File: src/rtl/imem_arbiter_pkg.sv
// Shared definitions for the instruction-memory read-port arbiter.
// The memory macro uses IMEM_IDX_W too, so both agree on depth.
package imem_arbiter_pkg;

    localparam int IMEM_IDX_W = 12;

    typedef enum logic [1:0] {
        OWN_NONE  = 2'd0,
        OWN_FETCH = 2'd1,
        OWN_DATA  = 2'd2
    } owner_t;

endpackage

File: src/rtl/imem_rr_arb.sv
// Two-way round-robin grant between fetch and data requesters.
// The last-grant register only moves on contended cycles.
module imem_rr_arb (
    input  logic clk_i,
    input  logic rst_i,
    input  logic req_f_i,
    input  logic req_d_i,
    input  logic upd_i,
    output logic gnt_f_o,
    output logic gnt_d_o
);

    // 1: data won the last contention, so fetch wins the next one
    logic last_d;

    always_ff @(posedge clk_i or posedge rst_i) begin
        if (rst_i) begin
            last_d <= 1'b1;
        end else if (upd_i) begin
            last_d <= gnt_d_o;
        end
    end

    always_comb begin
        gnt_f_o = 1'b0;
        gnt_d_o = 1'b0;
        if (req_f_i && req_d_i) begin
            gnt_f_o = last_d;
            gnt_d_o = !last_d;
        end else begin
            gnt_f_o = req_f_i;
            gnt_d_o = req_d_i;
        end
    end

endmodule

File: src/rtl/imem_arbiter.sv
// Shares the instruction memory read port between fetch and data/debug.
// One read per cycle; read data is registered, so responses follow grants by one cycle.
module imem_arbiter
    import imem_arbiter_pkg::*;
#(
    parameter int IDX_W = IMEM_IDX_W,
    parameter int CNT_W = 16
) (
    input  logic             clk_i,
    input  logic             rst_i,
    input  logic             f_req_valid_i,
    input  logic [31:0]      f_req_addr_i,
    output logic             f_req_ready_o,
    output logic             f_rsp_valid_o,
    output logic [31:0]      f_rsp_rdata_o,
    input  logic             flush_i,
    input  logic             d_req_valid_i,
    input  logic [31:0]      d_req_addr_i,
    output logic             d_req_ready_o,
    output logic             d_rsp_valid_o,
    output logic [31:0]      d_rsp_rdata_o,
    output logic             d_rsp_err_o,
    output logic [31:0]      mem_addr_o,
    input  logic [31:0]      mem_rdata_i,
    output logic [CNT_W-1:0] f_stall_cnt_o
);

    logic             f_req;
    logic             gnt_f;
    logic             gnt_d;
    logic             d_err;
    logic             stall;
    owner_t           rsp_own_q;
    logic [31:0]      rsp_rdata_q;
    logic             rsp_err_q;
    logic [CNT_W-1:0] stall_cnt_q;

    // A flush blocks fetch from arbitrating at all
    assign f_req = f_req_valid_i && !flush_i;

    imem_rr_arb u_arb (
        .clk_i   (clk_i),
        .rst_i   (rst_i),
        .req_f_i (f_req),
        .req_d_i (d_req_valid_i),
        .upd_i   (f_req && d_req_valid_i),
        .gnt_f_o (gnt_f),
        .gnt_d_o (gnt_d)
    );

    assign d_err = (d_req_addr_i[1:0] != 2'b00)
                || ((d_req_addr_i >> (IDX_W + 2)) != 32'd0);

    assign f_req_ready_o = gnt_f;
    assign d_req_ready_o = gnt_d;
    assign mem_addr_o    = (gnt_d && !d_err) ? d_req_addr_i : f_req_addr_i;

    always_ff @(posedge clk_i or posedge rst_i) begin
        if (rst_i) begin
            rsp_own_q   <= OWN_NONE;
            rsp_rdata_q <= 32'd0;
            rsp_err_q   <= 1'b0;
        end else begin
            rsp_err_q <= gnt_d && d_err;
            if (gnt_f) begin
                rsp_own_q   <= OWN_FETCH;
                rsp_rdata_q <= mem_rdata_i;
            end else if (gnt_d) begin
                rsp_own_q   <= OWN_DATA;
                rsp_rdata_q <= d_err ? 32'd0 : mem_rdata_i;
            end else begin
                rsp_own_q <= OWN_NONE;
            end
        end
    end

    assign f_rsp_valid_o = (rsp_own_q == OWN_FETCH) && !flush_i;
    assign f_rsp_rdata_o = rsp_rdata_q;
    assign d_rsp_valid_o = (rsp_own_q == OWN_DATA);
    assign d_rsp_rdata_o = rsp_rdata_q;
    assign d_rsp_err_o   = rsp_err_q;

    assign stall = f_req_valid_i && !gnt_f && !flush_i;

    always_ff @(posedge clk_i or posedge rst_i) begin
        if (rst_i) begin
            stall_cnt_q <= '0;
        end else if (stall && !(&stall_cnt_q)) begin
            stall_cnt_q <= stall_cnt_q + 1'b1;
        end
    end

    assign f_stall_cnt_o = stall_cnt_q;

endmodule

File: config.mk
export PLATFORM = sky130hd
export DESIGN_NAME = imem_arbiter
export DESIGN_NICKNAME = d
export VERILOG_FILES = /design/src/rtl/imem_arbiter_pkg.sv /design/src/rtl/imem_rr_arb.sv /design/src/rtl/imem_arbiter.sv
export SDC_FILE = /design/constraint.sdc
export NUM_CORES = 1
export LEC_CHECK = 0
export CORE_UTILIZATION = 33
export CTS_CLUSTER_DIAMETER = 120
export CTS_CLUSTER_SIZE = 12
export DETAILED_ROUTE_END_ITERATION = 6
export GPL_TIMING_DRIVEN = 0
export HOLD_SLACK_MARGIN = 0.02
export PLACE_DENSITY = 0.77
export SYNTH_ARGS = -nofsm -noshare
export SYNTH_HDL_FRONTEND = slang
export SYNTH_SLANG_ARGS = --single-unit
export TNS_END_PERCENT = 5
File: constraint.sdc
create_clock -name clk_i -period 2.2 [get_ports clk_i]
set_input_delay 0.33 -clock clk_i [delete_from_list [all_inputs] [get_ports clk_i]]
set_output_delay 0.33 -clock clk_i [all_outputs]
set_load 0.02 [all_outputs]
==> summary.txt, run 1 <==
Floorplanning
  – Io pins: approximately 220
  – Chip width: 93.2 um
  – Full die area: 0.00868 mm2
  – Core area: 0.00789 mm2
  – Die Y: 93.2 um
  – Starting density of the core: 0.348
  – Num rows: 32

Logic synthesis
  – Syn_area_per_cell: between 10 and 15 um2
  – Fraction of registers with async set/reset: 1.00
  – Number of synthesized flops with an enable pin: 0
  – Top-count cell post-synth: dfrtp_1
  – Cell count after synthesis: between 200 and 250
  – Syn nets: about 340
  – Commonest cells in the netlist: 51 x dfrtp_1, 32 x buf_4, 28 x a22o_2
  – FF+latch count, synth: 52
  – Top_reg_cell synth: dfrtp_1
  – Synth top area share: 0.465
  – Ranking of synthesized cells by area: dfrtp_1 47%, a22o_2 10%, buf_4 8.8%
  – Synth warn: 0
  – Mapped Area: 0.00274 mm2
  – Synth area leader: dfrtp_1
  – Yosys cell types: 30
  – Seq/Total Area, Yosys: 0.475

Clock network
  – TritonCTS Buffers: 5
  – H-tree depth: 2
  – Clk pin slew, worst setup/hold paths: about 0.1 ns
  – Clk_lat worst skew: 0.30 ns
  – Root Driver: clkbuf_8
  – CTS Sinks: 52
  – Clk buf depth: 2
  – CTS tree: yes

Final layout
  – Non-filler cells, final: between 500 and 600
  – Fraction of layout cells with a size suffix above 1: 0.331
  – Layout Nets: 573
  – Area Overhead vs Synth: 88.3%
  – # diodes: 0
  – Design area: approximately 0.0052 mm2

Critical path
  – CP Launch Type: input port
  – Crit-path cells: buf_6 > or4_4 > nor3_4 > buf_6 > buf_8 > mux2_4 > buf_6
  – Crit Path Category: input port to primary output
  – Critical path's slowest cell: or4_4
  – CP Buf/Inv Count: 4
  – Critical Path Fanout Max: 5
  – WP data required: 1.87 ns
  – Critical path's most frequent cell: buf_6
  – CP Capture Type: primary output
  – Crit-path max cell delay: 0.56 ns
  – CP top delay family: simple AND/OR/NAND/NOR gates
  – Critical path arrival: 1.93 ns

Global route
  – Largest net degree at the start of global routing: 31
  – Vias in the first global route: 2612
  – Total Routing Usage GR: 0.208
  – First-pass GRT wire length: 13.9 mm
  – GR Overflow Total: 0
  – Initial antenna violation count: 0

Drt
  – Remaining antenna violation count: 0
  – Post-Route WL: just over 9 mm
  – Pre-antenna DRT Iters: 4
  – Drt first-iter violations: 44
  – Via count: 2663
  – Vias per std cell: 4.64
  – Post-route DRC: 0
  – WL per Instance: 16.1 um

STA
  – Max_slew headroom: 0.666
  – RSZ-0062 raised after global routing: true
  – Min Tclk post-route: 2.26 ns
  – Final setup fails: 11
  – Slew @ Worst Pin: 0.500 ns
  – Final Hold Fails: 0
  – Maximum operating frequency: 443 MHz
  – Setup TNS: -0.575 ns
  – Final Skew: around 0.0090 ns
  – Fin. max-slew vios: 0
  – Post-route clock period utilization: 1.03
  – Setup WS post-layout: -0.0587 ns

Power and ir drop
  – Cell-internal power: 1.85 mW
  – Comb power frac: 0.366
  – Leakage: 2.37 nW
  – Power Density: 527 mW/mm2
  – Sw Share: 0.322
  – Tot Pwr: 2.72 mW
  – Clk pwr share: 0.206
  – Switch Pwr: 0.878 mW
  – Sequential share of power: 0.428
  – Max IR drop VDD: approximately 0.84 mV

Place
  – Dpl hpwl: 7.53 mm
  – Placed insts: 559
  – Placement Cell Area: 0.00506 mm2
  – GPL Wtd Cong: between 0.7 and 0.8
  – Buffers on Ports: 217

Outcome
  – Failing checks: negative setup slack
  – Run status: finished, violations left

Job
  – Max-cap violation count: 0

Hold path
  – Min-delay worst type: input port to asynchronous set/reset pin
power groups by stage:
| stage | sequential [mW] | combinational [mW] | clock (mW) |
|---|---|---|---|
| CTS | 1.16 | 1.01 | 0.587 |
| global placement | 1.18 | 0.992 | 0 |
| detailed placement | 1.18 | 1.02 | 0 |
| finish | 1.16 | 0.997 | 0.562 |
| global route | 1.18 | 1.06 | 0.621 |
| floorplan | 1.26 | 0.358 | 0 |
cell type report:
cell class,instances,area [um2]
timing repair buffer,225,2120
inverter,3,11.3
clock inverter,3,25.0
fill,646,2720
clock buffer,5,68.8
multi-input combinational,143,1200
sequential,52,1300
tap,102,128
buffer,41,315
flip-flops by register name, indices dropped and copies added, names as in the netlist:
register / flops
f_stall_cnt_o: 16
d_rsp_rdata_o: 32
u_arb.last_d: 1
d_rsp_err_o: 1
rsp_own_q: 2
final timing paths:
| check | end | cells past startpoint | start | slack, ns |
|---|---|---|---|---|
| setup / recovery | mem_addr_o[4] | 7 | d_req_addr_i[25] | -0.06 |
| hold / removal | d_rsp_rdata_o[17] | 2 | rst_i | 0.36 |
| setup reg to reg | f_stall_cnt_o[1] | 5 | f_stall_cnt_o[0] | 0.39 |
| hold reg to reg | u_arb.last_d | 2 | u_arb.last_d | 0.50 |
| max in group asynchronous | f_stall_cnt_o[11] | 3 | rst_i | 1.32 |
| min in group clk_i | rsp_own_q[0] | 3 | f_req_valid_i | 0.44 |
cell usage in the layout (no fill, tap or decap), drive strengths merged, types with 2 or more instances in the layout:
cell and n:
a22o 32, and4 2, buf 75, clkbuf 26, clkdlybuf4s15 5, clkdlybuf4s50 163
dfrtp 51, inv 5, mux2 14, nand2 11, nand3 6, nand4 5
nor2 9, nor2b 23, nor3 8, nor3b 2, nor4 8, o211ai 2
xor2 14
routing by layer:
| layer | vias up | wire [um] | track usage |
|---|---|---|---|
| met5 | - | 0 | 0 |
| met4 | 0 | 117 | 0.0500 |
| met3 | 13 | 657 | 0.0553 |
| met2 | 103 | 4670 | 0.365 |
| met1 | 1263 | 3780 | 0.255 |
| li1 | 1284 | - | - |
per-stage QoR:
step	setup slack, ns	utilization	hold slack, ns
6_report	-0.0587	0.655	0.360
5_1_grt	-0.0929	0.655	0.408
4_1_cts	-0.0398	0.665	0.372
3_5_place_dp	-0.926	0.642	0.489
3_3_place_gp	-0.889	0.639	0.466
2_1_floorplan	0.147	-	0.451
logic make-up after synthesis:
group                      count (synthesis)  synth area share
xor gates and xnor gates                  14            0.0447
AOI/OAI and AO/OA                         36             0.132
adders and majority gates                  1           0.00456
buffers and inverters                     44             0.116
DFF                                       52             0.475
muxes                                     14            0.0575
and+or+nand+nor                           78             0.170
timing repair:
action,in CTS,in global routing
gates resized for setup,185,34
endpoints found under the hold margin,0,0
buffers inserted,6,0
gates cloned,1,0
hold buffers,0,0
endpoints found under the setup margin,34,33
pin swaps,8,3
Note: power is estimated with default switching activity, not from simulation.
==> run 2, diff against run 1 <==
--- a/config.mk
+++ b/config.mk
@@ -13,3 +13,4 @@
 export HOLD_SLACK_MARGIN = 0.02
-export PLACE_DENSITY = 0.77
+export PLACE_DENSITY = 0.8
+export REMOVE_ABC_BUFFERS = 1
 export SYNTH_ARGS = -nofsm -noshare
==> constraint.sdc (replaced) <==
create_clock -name clk_i -period 2.2 [get_ports clk_i]
set_input_delay 0.44 -clock clk_i [delete_from_list [all_inputs] [get_ports clk_i]]
set_output_delay 0.44 -clock clk_i [all_outputs]
set_load 0.02 [all_outputs]
==> summary.txt, run 2 (synthesized netlist as in run 1, its figures left out) <==
Outcome
  – Run status: finished, violations left
  – Failing checks: negative setup slack

Floorplanning
  – Starting density of the core: 0.348
  – Full die area: 0.00868 mm2
  – Die Y: around 93 um
  – Num rows: 32
  – Chip width: between 90 and 100 um
  – Core area: just under 0.008 mm2
  – Io pins: between 200 and 250

Clock network
  – Clk pin slew, worst setup/hold paths: 0.09 ns
  – TritonCTS Buffers: 5
  – Root Driver: clkbuf_8
  – CTS tree: yes
  – Clk buf depth: 2
  – CTS Sinks: 52
  – Clk_lat worst skew: 0.30 ns
  – H-tree depth: 2
  – CTS Hold Bufs: 0

Critical path
  – Crit-path cells: buf_2 > nor4_2 > nand4_1 > buf_6 > nor3_4 > buf_12 > buf_12 > mux2_4 > buf_6
  – CP Buf/Inv Count: 5
  – WP data required: between 1.5 and 2 ns
  – CP Capture Type: primary output
  – FF-to-FF setup slack: about 0.08 ns
  – RR Startpoint: u_arb.last_d
  – Critical path arrival: 2.05 ns
  – CP Depth: 9
  – Crit-path max cell delay: 0.31 ns
  – Critical Path Fanout Max: 7
  – Reg2reg end: d_rsp_rdata_o[20]
  – Critical path's slowest cell: mux2_4
  – Crit Path Category: input port to primary output
  – R2R depth: 5
  – CP top delay family: buffers and inverters
  – CP Launch Type: input port

Hold path
  – WHS Endpoint: u_arb.last_d
  – Hold path depth: 2
  – Worst Min Path Start: u_arb.last_d
  – Min-delay worst type: flop to flop

Final layout
  – Fraction of layout cells with a size suffix above 1: 0.302
  – Layout Nets: roughly 540
  – Commonest non-fill, non-tap cells in the layout: 161 x clkdlybuf4s50_1, 51 x dfrtp_1, 28 x a22o_2
  – Most common cell after layout, fill and taps aside: clkdlybuf4s50_1
  – Area Overhead vs Synth: 85.6%
  – # diodes: 0
  – Max reg flops: 32

Global route
  – First-pass GRT wire length: 13.8 mm
  – Total Routing Usage GR: 0.205
  – Vias in the first global route: 2767
  – Largest net degree at the start of global routing: 33
  – GR Overflow Total: 0
  – Initial antenna violation count: 0

Job
  – Max-cap violation count: 0

Drt
  – Via count: about 2600
  – Post-route DRC: 0
  – Pre-antenna DRT Iters: 4
  – Post-Route WL: between 9 and 10 mm
  – Drt first-iter violations: between 60 and 70
  – Remaining antenna violation count: 0
  – WL per Instance: 17.5 um
  – Vias per std cell: 4.86

STA
  – Final setup fails: 64
  – Post-route clock period utilization: 1.13
  – Min Tclk post-route: 2.49 ns
  – Slew @ Worst Pin: 1.23 ns
  – Final Hold Fails: 0
  – RSZ-0062 raised after global routing: true
  – Final Skew: ~0.0041 ns
  – Maximum operating frequency: 402 MHz
  – Fin. max-slew vios: 0
  – Setup WS post-layout: -0.289 ns
  – Min Hold Slack: ~0.5 ns
  – Max_slew headroom: 0.183

Place
  – Setup slack after placement: -1.84 ns
  – GPL Wtd Cong: 0.771
  – Dpl hpwl: 6.89 mm
  – Buffers on Ports: 217

Power and ir drop
  – Switch Pwr: 0.870 mW
  – Leakage: between 2 and 2.5 nW
  – Max IR drop VDD: about 0.29 mV
  – Comb power frac: 0.356
  – Sequential share of power: 0.431
  – Power Density: around 530 mW/mm2
  – Sw Share: 0.321
  – Cell-internal power: 1.84 mW
  – Clk pwr share: 0.214
==> run 2: changes by cell type in the layout (fill, tap and decap cells not counted), sizes merged <==
cell           change
buf               -15
clkbuf            -20
clkdlybuf4s50      -2
clkinvlp           +1
dlygate4sd2        +3
dlymetal6s2s       -1
inv                -2
nor3               +1
==> run 2: layout make-up <==
class	instances	area, um2
Timing Repair Buffer	230	2300
Fill cell	621	2800
Tap cell	102	128
Clock buffer	6	82.6
Multi-Input combinational cell	144	1250
Clock inverter	2	15.0
Inverter	3	11.3
Sequential cell	52	1300
==> run 2: what timing repair did <==
item	CTS	global route
buffers inserted	10	0
gates cloned	2	0
pin swaps	26	14
gates resized for setup	268	9
setup endpoints to repair	67	65
==> run 2: power by group through the flow <==
stage / registers, mW / clock network [mW] / logic [mW]
final: 1.17 / 0.578 / 0.962
after global routing: 1.18 / 0.632 / 1.01
after CTS: 1.16 / 0.597 / 0.967
after detailed placement: 1.18 / 0 / 0.955
after global placement: 1.18 / 0 / 0.922
after floorplan: 1.32 / 0 / 0.227
==> run 2: routing by layer <==
metal / part of all wire / global-route usage
met1: 0.36 / 0.207
met5: 0 / 0
met3: 0.079 / 0.0504
met2: 0.53 / 0.398
met4: 0.029 / 0.0808
==> run 2: how the worst max path moves through the flow <==
stage                startpoint  slack (ns)              to
2_1_floorplan   d_req_addr_i[0]       -0.48  mem_addr_o[10]
4_1_cts        d_req_addr_i[30]       -0.26  mem_addr_o[13]
6_report       d_req_addr_i[28]       -0.29  mem_addr_o[13]
3_5_place_dp   d_req_addr_i[23]       -1.84  mem_addr_o[12]
3_3_place_gp   d_req_addr_i[23]       -1.67  mem_addr_o[12]
5_1_grt        d_req_addr_i[28]       -0.34  mem_addr_o[12]
==> run 2: through the flow <==
step / instance area (um2) / utilization / instances / power [mW] / setup TNS [ns]
floorplan: 2440 / - / 198 / 1.54 / -11.19
global route: 5090 / 0.645 / 539 / 2.83 / -13.42
detailed placement: 4790 / 0.607 / 519 / 2.13 / -81.37
CTS: 5060 / 0.642 / 539 / 2.73 / -8.57
global placement: 4740 / 0.600 / 517 / 2.10 / -99.57
finish: 5090 / 0.645 / 539 / 2.71 / -8.51
==> run 2: worst register-to-register path: cells and delay by family (launching register included) <==
kind	cells	cell delay (ns)
flip-flops	1	0.40
AND/OR/NAND/NOR	2	0.21
buffers and inverters	1	0.15
AO/OA/AOI/OAI	2	1.31
